## config.mk

```make
export PLATFORM = sky130hd
export DESIGN_NAME = tdm_transmission
export DESIGN_NICKNAME = d
export VERILOG_FILES = /design/src/rtl/tdm_transmission.sv
export SDC_FILE = /design/constraint.sdc
export NUM_CORES = 1
export LEC_CHECK = 0
export CORE_ASPECT_RATIO = 1.5
export CORE_UTILIZATION = 40
export DETAILED_ROUTE_END_ITERATION = 10
export DONT_BUFFER_PORTS = 1
export SYNTH_ARGS = -nofsm -noshare
export SYNTH_HDL_FRONTEND = slang
export SYNTH_SLANG_ARGS = --single-unit
```

## constraint.sdc

```tcl
create_clock -name iClk -period 4.2 [get_ports iClk]
set_clock_uncertainty 0.2 [all_clocks]
set_input_delay 0.84 -clock iClk [delete_from_list [all_inputs] [get_ports iClk]]
set_output_delay 0.84 -clock iClk [all_outputs]
set_load 0.05 [all_outputs]
```

## src/rtl/tdm_transmission.sv

```systemverilog
// TDM channel: pointer-driven MUX onto a registered line, DMUX back into slots.
// Define TDM_TRANSMISSION_SNAPSHOT_EN to publish oData only at frame boundaries.
module tdm_transmission #(
  parameter  int CHANNELS = 8,
  parameter  int WIDTH    = 1,
  localparam int SELW     = $clog2(CHANNELS)
) (
  input  logic                      iClk,
  input  logic                      iRst_n,
  input  logic                      iEn,
  input  logic                      iMode,
  input  logic [SELW-1:0]           iSel,
  input  logic [CHANNELS*WIDTH-1:0] iData,
  output logic [WIDTH-1:0]          oLine,
  output logic [SELW-1:0]           oTag,
  output logic                      oLineVld,
  output logic [CHANNELS*WIDTH-1:0] oData,
  output logic                      oFrame
);

  localparam logic [SELW:0]   CH_W = (SELW+1)'(CHANNELS);
  localparam logic [SELW-1:0] LAST = SELW'(CHANNELS - 1);

  logic [SELW-1:0]           ptr;
  logic [SELW-1:0]           idx;
  logic                      legal;
  logic [WIDTH-1:0]          word;
  logic                      line_scan;
  logic                      frame_hit;
  logic [CHANNELS*WIDTH-1:0] base;
  logic [CHANNELS*WIDTH-1:0] landed;

`ifdef TDM_TRANSMISSION_SNAPSHOT_EN
  logic [CHANNELS*WIDTH-1:0] shadow;
  assign base = shadow;
`else
  assign base = oData;
`endif

  always_comb begin
    idx   = iMode ? iSel : ptr;
    legal = {1'b0, idx} < CH_W;
    word  = '0;
    for (int k = 0; k < CHANNELS; k++) begin
      if (idx == SELW'(k)) word = iData[k*WIDTH +: WIDTH];
    end
  end

  // The in-flight word lands regardless of iEn.
  always_comb begin
    landed = base;
    if (oLineVld) begin
      for (int k = 0; k < CHANNELS; k++) begin
        if (oTag == SELW'(k)) landed[k*WIDTH +: WIDTH] = oLine;
      end
    end
  end

  assign frame_hit = oLineVld && line_scan && (oTag == LAST);

  always_ff @(posedge iClk or negedge iRst_n) begin
    if (!iRst_n) begin
      ptr       <= '0;
      oLine     <= '0;
      oTag      <= '0;
      oLineVld  <= 1'b0;
      line_scan <= 1'b0;
      oData     <= '0;
      oFrame    <= 1'b0;
`ifdef TDM_TRANSMISSION_SNAPSHOT_EN
      shadow    <= '0;
`endif
    end else begin
      if (iEn && !iMode) begin
        ptr <= (ptr == LAST) ? '0 : ptr + 1'b1;
      end
      if (iEn && legal) begin
        oLine     <= word;
        oTag      <= idx;
        oLineVld  <= 1'b1;
        line_scan <= ~iMode;
      end else begin
        oLineVld  <= 1'b0;
      end
      oFrame <= frame_hit;
`ifdef TDM_TRANSMISSION_SNAPSHOT_EN
      shadow <= landed;
      if (frame_hit) oData <= landed;
`else
      oData  <= landed;
`endif
    end
  end

endmodule

```

### Word level (Yosys, flattened, before mapping)

Cells that the tools add are included.
Widths: inputs -> output; s select.

* add/subtract/negate cells: 1
* equality and inequality tests: 15
* muxes and demuxes: 11
* bitwise gates (word level): 1
* reduce and logical (&&, ||, !) cells: 14

Operator list (number)
* $eq 3x3->1 const B: 9
* $reduce_and 2->1: 8
* $eq 3x2->1 const B: 4
* $mux 1: 9
* $eq 3x1->1 const B: 2
* $logic_not 3->1: 2
* $mux 3: 2
* $add 3x1->3 const B: 1
* $logic_and 1x1->1: 3
* $logic_not 1->1: 1
* $not 1->1: 1

* register bits: 18
* input bits: 15
* logic and storage cells: 56

### Depth between registers and ports, before layout

Gate-level depths: netlist of run 1.

* depth after elaboration: 10
* mapped depth: 4

### Least setup slack after synthesis of run 1

Ideal clock, no wire load.

* kind: in2reg
* from: input port iMode
* to: register oLine
* arrival time: 1.772 ns
* required time: 3.867 ns
* path slack: 2.095 ns
* stages on the path: 4
* path buffers: 0
* cells stage by stage: mux2_4 -> mux4_1 -> mux2i_1 -> a21oi_1

* cells in the longest elaborated chain, start to end: 10

RTL lines
* start: declaration: line 11 `input logic iMode,`
* $mux 3 (*): line 41 `idx = iMode ? iSel : ptr;`
* $logic_not 3->1: line 45 `if (idx == SELW'(k)) word = iData[k*WIDTH +: WIDTH];`
* $mux 1 (7 in a row): line 45
* $mux 1 (*): line 45
* end signal: assignment: line 78 `oLine <= word;`
* end: declaration: line 14 `output logic [WIDTH-1:0] oLine,`

Mark *: on every way between the ends. The rest lies on a longest branch, timed or not.
A chain may end at the register's enable or synchronous reset.

### Worst setup path after layout of run 1

* from: register oLine
* to: output port oLine

No word-level cell between the ends.

==> summary.log, run 1 <==
qor: routing.vias 525
qor: cells_and_area.layout.nets 85
qor: floorplan.die_h 58.1 um
qor: cells_and_area.commonest_non_fill_non_tap_cell_in_the_layout dfrtp_1
qor: cells_and_area.post_layout_nonfiller_instances 88
qor: placed_design.routabilityCongestion 0.648
qor: setup_path.cp-start-kind flop
qor: routing.number_of_design_rule_violations_left_by_the_first_detailed_router_iteration 10
qor: cells_and_area.layout.area.seq 450 sq um
qor: synth.synthesis.nets 83
qor: cts.clkSinkCount 18
qor: cts.cts_made_buffers 3
qor: timing.rsz0062_at_grt false
qor: routing.via_per_inst 5.97
qor: synth.synth_sequential_area_ratio 53.7%
qor: cts.ctsLongestPathBuffers 2
qor: synth.yosys_register_bits 18
qor: setup_path.worst-path-max-fanout 10
qor: cts.worstSkewPairLatency 0.29 ns
qor: floorplan.num_rows 19
qor: floorplan.coreArea 1900 sq um
qor: timing.fmax 467 MHz
qor: flow_run.number_of_max_cap_violations 0
qor: setup_path.launch_point_of_the_worst_reg_to_reg_path oTag[2]$_DFFE_PN0P_
qor: pwr.p_total 719 uW
qor: cts.cts-resized-gates 0
qor: timing.tightest_slew 0.702 ns
qor: pwr.comb_power_share 17.8%
qor: setup_path.worst_case_reg_to_reg_path_depth 3
qor: pwr.seq_power_share 67.6%
qor: routing.postRouteWirelength 1.42 mm
qor: grt.globalRouteOverflowTotal 0
qor: routing.route.detailed.drc 0
qor: setup_path.cp.required 3.16 ns
qor: timing.final-setup-viol-count 0
qor: grt.initial_antenna_violation_count 0
qor: status.run_status finished clean
qor: cells_and_area.insertedDiodeCount 0
qor: timing.min_period 2.14 ns
qor: cts.cts_hold_repair.buffers 0
qor: timing.worst_slew_margin_rel 53.2%
qor: hold_path.hold_path.class input pin to asynchronous set/reset pin
qor: cells_and_area.final_cell_mix 18 x dfrtp_1, 11 x nor2_1, 11 x mux2_2
qor: pwr.power.share.clock 14.7%
qor: pwr.static-leakage-power 0.391 nW
qor: cts.worst_setup_hold_path_clk_slew 0.10 ns
qor: floorplan.starting_utilization_of_the_core_area 44.1%
qor: timing.setup_tns 0 ns
qor: pwr.pwr_cell_area 808 nW/um^2
qor: cts.cts.root.buffer_cell clkbuf_4
qor: cts.post_cts_setup_buffer_count 0
qor: pwr.vdd_ir_drop_max 351 uV
qor: setup_path.setup.worst_path.end_class primary output
qor: pwr.intPower 374 uW
qor: synth.post_synth_inst_count 66
qor: synth.yosysWarnings 0
qor: floorplan.num_io_pins 29
qor: routing.post_route_ant_nets 0
qor: cells_and_area.fillCellCount 186
qor: timing.hold_violations 0
qor: cells_and_area.flow.area_growth_from_synthesis 6.12%
qor: setup_path.worstSetupPathDepth 0
qor: synth.synth.largest_area_cell dfrtp_1
qor: synth.yosysUniqueCellTypes 18
qor: floorplan.horizontal_die_dimension 39.4 um
qor: grt.via_count_of_the_first_global_routing_pass 523
qor: setup_path.setup.worst_path.class flop to primary output
qor: cts.cts_htree_levels 1
qor: timing.maxSlewViolCount 0
qor: synth.synth_top_area_share 53.7%
qor: synth.synth_area 838 sq um
qor: synth.synth_area_per_cell 12.7 sq um
qor: cells_and_area.post_route_cells_drive_above_1_share 23.9%
qor: grt.grt_usage 15.0%
qor: floorplan.die_area 2290 sq um
qor: synth.netlist_top_cells_area dfrtp_1 54%, mux2_2 15%, mux4_1 6.3%, nor2_1 4.9%, mux2i_1 3.6%
qor: grt.grt_pass1_wl 2.36 mm
qor: pwr.swShare 48.0%
qor: pwr.netSwitchingPower 345 uW
qor: placed_design.io_buffers 0
qor: setup_path.r2r_end oData[2]$_DFFE_PN0P_
qor: placed_design.place_hpwl 1.08 mm
qor: timing.final.period_utilization 50.9%
qor: setup_path.ff2ff_setup_slack 2.35 ns
qor: setup_path.arrival_time_worst_endpoint 1.10 ns
qor: cts.tritoncts yes
qor: routing.drt_pass1_iterations 4
qor: grt.maximum_number_of_pins_on_one_net_before_global_route_repair 19
qor: cells_and_area.multi_input_comb_area 369 sq um
qor: routing.drt-wirelength-per-cell 16.1 um
qor: placed_design.dp.cells 84
-- registers in the layout, summed over array words and instances (netlist names) --
name,cells
oLine,1
oLineVld,1
oFrame,1
oTag,3
line_scan,1
oData,8
ptr,3
-- synth_stat cells, drive strengths merged --
| cell | instances |
|---|---|
| mux2i | 3 |
| inv | 2 |
| ha | 2 |
| nor3 | 1 |
| nor2 | 11 |
| mux4 | 2 |
| nand4b | 2 |
| nand4 | 1 |
| mux2 | 12 |
| nand2 | 1 |
| a21o | 1 |
| nand2b | 1 |
| dfrtp | 18 |
| nand3 | 1 |
| clkbuf | 3 |
| nor3b | 2 |
| a21oi | 3 |
-- per-layer routing --
metal	routed length, um	GRT usage (%)
met1	564	16.7
met2	749	25.2
met3	86	3.07
met4	14	8.87
met5	0	0
-- logic make-up (layout without fill, tap and decap cells) --
family,after synthesis,count (layout),synth area share [%]
AND/OR/NAND/NOR,20,20,11.9
flip-flops,18,18,53.7
multiplexers,17,17,26.4
buffers and inverters,5,6,2.24
AO/OA/AOI/OAI,4,4,2.69
adder cells (fa/ha/maj),2,2,2.98
-- power by group through the flow --
stage	Clock, mW	Sequential (mW)	Combinational (mW)
finish	0.105	0.486	0.128
floorplan	0	0.466	0.124
CTS	0.109	0.489	0.131
global placement	0	0.491	0.126
detailed placement	0	0.493	0.131
global route	0.115	0.501	0.147
-- final cells by class --
class                           instances  area share (%)
Sequential cell                        18            50.6
Multi-Input combinational cell         43            41.5
Clock buffer                            4            4.08
Tap cell                               21            2.95
Inverter                                2           0.844
-- stage by stage --
| stage | util, % | cell area (sq um) | worst slack, ns | hold slack [ns] |
|---|---|---|---|---|
| floorplan | - | 838 | 2.09 | 0.250 |
| global placement | 44.9 | 853 | 2.09 | 0.266 |
| detailed placement | 44.9 | 853 | 2.06 | 0.271 |
| CTS | 46.8 | 890 | 2.04 | 0.0210 |
| global route | 46.8 | 890 | 1.99 | 0.00702 |
| finish | 46.8 | 890 | 2.06 | 0.0314 |
-- worst max-delay path by stage --
stage | slack [ns] | start | endpoint
after floorplan | 2.09 | iMode | oLine$_DFFE_PN0P_
after global placement | 2.09 | iMode | oLine$_DFFE_PN0P_
after detailed placement | 2.06 | iMode | oLine$_DFFE_PN0P_
after CTS | 2.04 | oLine$_DFFE_PN0P_ | oLine
after global routing | 1.99 | oLine$_DFFE_PN0P_ | oLine
final | 2.06 | oLine$_DFFE_PN0P_ | oLine
(Power assumes the default switching activity.)
==> run 2: changes to the inputs <==
clock period = 2 ns   (was 4.2 ns; I/O delays follow)
==> summary.log, run 2 (same netlist as run 1, synthesis figures left out) <==
qor: status.run_status finished clean
qor: setup_path.cp-start-kind flop
qor: grt.initial_antenna_violation_count 0
qor: routing.number_of_design_rule_violations_left_by_the_first_detailed_router_iteration 0
qor: cells_and_area.insertedDiodeCount 0
qor: setup_path.r2r_end oLine$_DFFE_PN0P_
qor: grt.globalRouteOverflowTotal 0
qor: cells_and_area.final_cell_mix 18 x dfrtp_1, 11 x nor2_1, 11 x mux2_2
qor: setup_path.ff2ff_setup_slack 0.33 ns
qor: cells_and_area.commonest_non_fill_non_tap_cell_in_the_layout dfrtp_1
qor: grt.grt_usage 14.6%
qor: timing.final-setup-viol-count 0
qor: setup_path.setup.worst_path.class flop to primary output
qor: timing.final.period_utilization 85.6%
qor: timing.min_period 1.71 ns
qor: timing.rsz0062_at_grt false
qor: timing.hold_ws 0.0540 ns
qor: placed_design.io_buffers 0
qor: timing.fmax 584 MHz
qor: setup_path.worst-path-max-fanout 10
qor: cells_and_area.flow.area_growth_from_synthesis 12.1%
qor: floorplan.starting_utilization_of_the_core_area 44.1%
qor: hold_path.hold_path.class input pin to flop
qor: floorplan.num_io_pins 29
qor: timing.worst_slew_margin_rel 45.7%
qor: cts.worst_setup_hold_path_clk_slew 0.11 ns
qor: hold_path.hp-start iEn
qor: routing.postRouteWirelength 1.50 mm
qor: routing.post_route_ant_nets 0
qor: routing.drt-wirelength-per-cell 15.9 um
qor: setup_path.arrival_time_worst_endpoint 1.11 ns
qor: grt.maximum_number_of_pins_on_one_net_before_global_route_repair 19
qor: cells_and_area.largest_register_ff_count 8
qor: cts.cts_made_buffers 3
qor: timing.hold_violations 0
qor: timing.tightest_slew 0.812 ns
qor: routing.drt_pass1_iterations 1
qor: cells_and_area.biggestRegsByFlops oData x8, oTag x3, ptr x3
qor: cts.post_cts_setup_buffer_count 0
qor: setup_path.launch_point_of_the_worst_reg_to_reg_path ptr[2]$_DFFE_PN0P_
qor: cts.tritoncts yes
qor: grt.grt_pass1_wl 2.26 mm
qor: cts.cts-resized-gates 0
qor: cts.ctsLongestPathBuffers 2
qor: floorplan.die_h 58.1 um
qor: placed_design.routabilityCongestion 0.629
qor: cts.clkSinkCount 18
qor: floorplan.coreArea 1900 sq um
qor: floorplan.num_rows 19
qor: routing.vias 514
qor: setup_path.startpoint oLine$_DFFE_PN0P_
qor: cells_and_area.post_route_cells_drive_above_1_share 27.4%
qor: cells_and_area.fillCellCount 188
qor: pwr.p_total 1.54 mW
qor: floorplan.horizontal_die_dimension 39.4 um
qor: pwr.static-leakage-power 0.418 nW
qor: cts.worstSkewPairLatency 0.29 ns
qor: hold_path.capture_endpoint_of_the_worst_hold_path oTag[2]$_DFFE_PN0P_
qor: routing.route.detailed.drc 0
qor: setup_path.worst_case_reg_to_reg_path_depth 4
qor: pwr.pwr_cell_area 1640 nW/um^2
qor: cts.cts.root.buffer_cell clkbuf_4
qor: hold_path.hold-path-cell-count 2
qor: flow_run.number_of_max_cap_violations 0
qor: timing.setup_tns 0 ns
qor: routing.via_per_inst 5.47
qor: pwr.vdd_ir_drop_max 818 uV
qor: setup_path.setup.worst_path.end_class primary output
qor: cells_and_area.largest-register oData
qor: floorplan.die_area 2290 sq um
qor: grt.via_count_of_the_first_global_routing_pass 471
qor: timing.maxSlewViolCount 0
qor: cts.cts_htree_levels 1
qor: cells_and_area.layout.nets 91
qor: setup_path.cp.required 1.40 ns
==> run 2: metrics by stage <==
step           std cells  util [%]  setup WS [ns]  cell area, sq um
3_3_place_gp          88      46.4          0.327               883
5_1_grt               94      49.4          0.219               940
2_1_floorplan         66         -          0.232               838
6_report              94      49.4          0.289               940
3_5_place_dp          88      46.4          0.305               883
4_1_cts               94      49.4          0.246               940
==> run 2: worst max-delay path by stage <==
stage / endpoint / slack [ns] / depth (start not counted)
floorplan: oData[1]$_DFFE_PN0P_ / 0.23 / 3
global placement: oLine$_DFFE_PN0P_ / 0.33 / 4
detailed placement: oLine$_DFFE_PN0P_ / 0.31 / 4
CTS: oLine / 0.25 / 0
global route: oLine / 0.22 / 0
finish: oLine / 0.29 / 0
==> run 2: where the power goes <==
group,switching [mW],internal [mW]
Clock,0.110,0.111
Combinational,0.168,0.199
Sequential,0.457,0.498
Total,0.735,0.808
==> run 2: layer usage <==
metal	vias up	share of wire (%)	global-route usage, %
met4	0	1.5	7.39
met5	-	0	0
li1	249	-	-
met1	248	41	17.3
met3	2	6.3	4.60
met2	15	51	22.9
==> run 2: cell type report <==
| type | instances | area, sq um | area share (%) |
|---|---|---|---|
| well taps | 21 | 26.3 | 2.80 |
| flip-flops and latches | 18 | 450 | 47.9 |
| repair buffers | 6 | 50.0 | 5.33 |
| multi-input cells | 43 | 369 | 39.3 |
| clock buffers | 4 | 36.3 | 3.86 |
| inverters | 2 | 7.51 | 0.799 |
==> run 2: repair_timing <==
item                                    4_1_cts  5_1_grt
hold buffers                                  2        0
endpoints found under the setup margin        0        0
hold endpoints to repair                     22        0
==> run 3: changes to the inputs <==
clock period = 1.7 ns   (was 2 ns; I/O delays follow)
==> summary.log, run 3 (same netlist as run 1, synthesis figures left out) <==
qor: cells_and_area.final_core_utilization 49.7%
qor: setup_path.cp.required 1.16 ns
qor: floorplan.num_io_pins 29
qor: cells_and_area.largest_register_ff_count 8
qor: timing.tightest_slew 0.809 ns
qor: timing.final-setup-viol-count 0
qor: pwr.static-leakage-power 0.411 nW
qor: pwr.pwr_cell_area 1960 nW/um^2
qor: cts.ctsLongestPathBuffers 2
qor: setup_path.cp-start-kind flop
qor: grt.via_count_of_the_first_global_routing_pass 529
qor: timing.fmax 602 MHz
qor: cts.tritoncts yes
qor: routing.vias 542
qor: cells_and_area.biggestRegsByFlops oData x8, oTag x3, ptr x3
qor: grt.globalRouteOverflowTotal 0
qor: routing.post_route_ant_nets 0
qor: routing.wirelength_met1 595 um
qor: cells_and_area.layout.nets 92
qor: cells_and_area.post_route_cells_drive_above_1_share 36.5%
qor: setup_path.arrival_time_worst_endpoint 1.12 ns
qor: routing.via_per_inst 5.71
qor: pwr.vdd_ir_drop_max 794 uV
qor: cells_and_area.final_cell_mix 14 x dfrtp_1, 11 x nor2_1, 11 x mux2_2
qor: timing.min_period 1.66 ns
qor: flow_run.number_of_max_cap_violations 0
qor: grt.grt_usage 15.0%
qor: cts.cts_htree_levels 1
qor: floorplan.starting_utilization_of_the_core_area 44.1%
qor: routing.drt_pass1_iterations 3
qor: status.run_status finished clean
qor: floorplan.horizontal_die_dimension 39.4 um
qor: grt.grt_pass1_wl 2.29 mm
qor: routing.drt-wirelength-per-cell 15.7 um
qor: routing.route.detailed.drc 0
qor: routing.met2_length 797 um
qor: cts.cts.root.buffer_cell clkbuf_4
qor: cts.worstSkewPairLatency 0.30 ns
qor: placed_design.post-place-ws 0.0264 ns
qor: routing.top_layer_used met4
qor: placed_design.dp.cells 88
qor: cells_and_area.flow.area_growth_from_synthesis 12.7%
qor: cts.clkSinkCount 18
qor: timing.worst_slew_margin_rel 45.9%
qor: routing.met3_wirelength 64 um
qor: grt.initial_antenna_violation_count 0
qor: grt.maximum_number_of_pins_on_one_net_before_global_route_repair 19
qor: routing.postRouteWirelength 1.49 mm
qor: setup_path.setup.worst_path.class flop to primary output
qor: cells_and_area.commonest_non_fill_non_tap_cell_in_the_layout dfrtp_1
qor: floorplan.die_h 58.1 um
qor: cells_and_area.post_layout_nonfiller_instances 95
qor: floorplan.coreArea 1900 sq um
qor: setup_path.setup.worst_path.end_class primary output
qor: setup_path.worst-path-max-fanout 10
qor: floorplan.num_rows 19
qor: placed_design.routabilityCongestion 0.609
qor: timing.final.period_utilization 97.8%
qor: floorplan.die_area 2290 sq um
qor: routing.number_of_design_rule_violations_left_by_the_first_detailed_router_iteration 8
qor: cts.cts_made_buffers 3
qor: pwr.p_total 1.85 mW
qor: placed_design.io_buffers 0
qor: cells_and_area.largest-register oData
qor: hold_path.hold_path.class input pin to flop
qor: timing.post-route-worst-setup-slack 0.0375 ns
qor: timing.maxSlewViolCount 0
qor: timing.hold_violations 0
qor: cts.worst_setup_hold_path_clk_slew 0.11 ns
qor: cells_and_area.insertedDiodeCount 0
qor: timing.rsz0062_at_grt true
run 3: cell types whose count changed in the layout (fill, tap and decap cells not counted):
cell     delta
mux4_1      -2
mux4_2      +2
dfrtp_1     -4
dfrtp_2     +4
buf_4       +1
run 3: through the flow:
stage	hold WS, ns	setup TNS [ns]	instance area, sq um
after global routing	0.0866	-0.0222	945
final	0.0610	0	945
after detailed placement	-0.155	0	888
after global placement	-0.155	0	888
after floorplan	-0.156	0	843
after CTS	0.0635	0	952
run 3: worst paths after layout:
path | start | slack, ns | depth (start not counted) | endpoint
worst max-delay path | oLine$_DFFE_PN0P_ | 0.04 | 0 | oLine
worst min-delay path | iEn | 0.06 | 3 | oTag[2]$_DFFE_PN0P_
worst max register to register | ptr[2]$_DFFE_PN0P_ | 0.05 | 4 | oLine$_DFFE_PN0P_
worst min register to register | line_scan$_DFFE_PN0P_ | 0.30 | 1 | line_scan$_DFFE_PN0P_
max in group asynchronous | iRst_n | 0.38 | 1 | oTag[2]$_DFFE_PN0P_
min in group asynchronous | iRst_n | 0.37 | 1 | oData[0]$_DFFE_PN0P_
run 3: layer usage:
metal,vias to the layer above,GRT usage [%]
li1,246,-
met1,274,16.2
met2,17,25.5
met3,5,3.45
met4,0,8.87
met5,-,0
run 3: area by class of cell:
cell class / instances / area (sq um)
multi-input cells: 43 / 362
clock buffers: 4 / 36.3
repair buffers: 7 / 57.6
inverters: 2 / 7.51
fillers: 171 / 957
well taps: 21 / 26.3
flip-flops and latches: 18 / 455
run 3: power by group:
part | switching, mW | total (mW) | internal [mW]
clock | 0.136 | 0.266 | 0.131
combinational | 0.209 | 0.460 | 0.251
sequential | 0.536 | 1.13 | 0.590
run 3: timing repair:
item	4_1_cts	5_1_grt
endpoints found under the hold margin	23	0
resized for setup	0	2
hold buffers	2	0
setup endpoints to repair	1	2
pin swaps	0	1
setup buffers	1	0
==> patch, RTL diff (config.mk and constraints of run 2) <==
Change the parameter `CHANNELS` from 8 to 16.
--- a/src/rtl/tdm_transmission.sv
+++ b/src/rtl/tdm_transmission.sv
@@ -1,7 +1,7 @@
 // TDM channel: pointer-driven MUX onto a registered line, DMUX back into slots.
 // Define TDM_TRANSMISSION_SNAPSHOT_EN to publish oData only at frame boundaries.
 module tdm_transmission #(
-  parameter  int CHANNELS = 8,
+  parameter  int CHANNELS = 16,
   parameter  int WIDTH    = 1,
   localparam int SELW     = $clog2(CHANNELS)
 ) (
Interface: changed (resized iData, iSel, oData and oTag); port bits go from 29 to 47. The function was not compared with the original's and may differ.
==> patch against run 2 <==
- final area is 84% higher
- first-iteration DRC count up 31
- via count is 140% higher
- power up 72%
- synthesized cell count is 150% higher
- global-route usage is 2.5 points higher
- wire length increased by 120%
- sequential cell count is 10 higher
- largest cell class is now multi-input gates
- worst setup slack got worse by 0.19 ns
- area after synthesis grew 83%
- final cell count is 130% higher
- die area increased by 79%
==> patch: results (changes against run 2) <==
The commonest cells after synthesis are sky130_fd_sc_hd__dfrtp_1 (28), sky130_fd_sc_hd__o21ai_0 (21), sky130_fd_sc_hd__nand2_1 (12), sky130_fd_sc_hd__nor2_1 (12), sky130_fd_sc_hd__o31ai_1 (9). The post-synthesis compound-gate area fraction was 21.0% (+18 points); the count of hold-fix buffers inserted at cts was 3 (+1). The number of cells traversed by the worst hold path was 1 (-1). For the part of the total power dissipated in combinational logic, the log shows 25.5% (+1.7 points).

Reg-to-reg setup timing slack: 0.1 ns (-0.23 ns). The largest registers in the layout are oData x16, oTag x4, ptr x4. The global placement routability congestion was 0.876 (+39%). Via density per instance: 5.75 (+5.2%). The synthesized area per cell is 9.36 um^2 (-26%).

Fraction of power consumed by the clock network: 16.7% (+2.4 points). The post-synthesis cell type count was 38 (+20); the clock latency on the worst-skew pair was 0.27 ns (-0.02 ns). Number of fill cells in the layout: 358 (+90%). The flow ran to the end, and the final reports show no timing, DRC or antenna violations. The logs give 197 (+120%) for the net total in the final layout and 1.33 mW (+81%) for the net switching component of the power. The tools report the headroom to the max-slew limit as 57.8% (+12 points). The highest fanout seen on the critical path came out at 2 (-8). The arithmetic-cell share of the synthesized area counting full adders, half adders and majority gates works out to 0.815% (-2.2 points). The parity-gate share of the synthesized area counting xor and xnor cells is 0.570% (+0.57 points). The share of cells above drive strength 1 is 14.6% (-13 points).

The met3 layer wire length in the routed design came out at 220 um (+130%). The worst-case vdd ir drop is 0.000772 V (-5.7%). For the met3 routing resource usage after global routing, the log shows 3.53% (-1.1 points).
-- patch: stage by stage --
step	utilization (%)	total power, mW	worst slack [ns]
global route	47.0	2.82	0.00713
detailed placement	43.6	2.21	0.0567
floorplan	-	2.02	0.124
CTS	46.6	2.67	0.0441
global placement	43.6	2.18	0.0953
finish	47.0	2.66	0.0972
-- patch: critical path, delay by kind of cell, from the launching register on --
kind / cells / cell delay, ns
AND/OR/NAND/NOR: 1 / 0.46
AO/OA/AOI/OAI: 4 / 0.73
flip-flops: 1 / 0.38
-- patch: area by class of cell --
| type | instances | area share (%) |
|---|---|---|
| clock buffer | 3 | 2.39 |
| clock inverter | 1 | 1.74 |
| inverter | 5 | 1.09 |
| multi-input combinational | 121 | 44.4 |
| sequential | 28 | 40.5 |
| tap | 43 | 3.11 |
| timing repair buffer | 13 | 6.80 |
-- patch: logic make-up after synthesis --
group / after synthesis
multiplexers: 12
XOR/XNOR: 1
flip-flops: 28
AO/OA/AOI/OAI: 52
AND/OR/NAND/NOR: 55
adder cells (fa/ha/maj): 1
buffers and inverters: 15
-- patch: worst max path at each step --
| stage | endpoint | startpoint | cells after the start | slack (ns) |
|---|---|---|---|---|
| floorplan | oLine$_DFFE_PN0P_ | iSel[0] | 6 | 0.12 |
| global placement | oLine$_DFFE_PN0P_ | ptr[0]$_DFFE_PN0P_ | 5 | 0.1 |
| detailed placement | oLine$_DFFE_PN0P_ | ptr[0]$_DFFE_PN0P_ | 6 | 0.06 |
| CTS | oLine$_DFFE_PN0P_ | ptr[0]$_DFFE_PN0P_ | 6 | 0.04 |
| global route | oLine$_DFFE_PN0P_ | ptr[0]$_DFFE_PN0P_ | 6 | 0.007 |
| finish | oLine$_DFFE_PN0P_ | ptr[0]$_DFFE_PN0P_ | 5 | 0.1 |
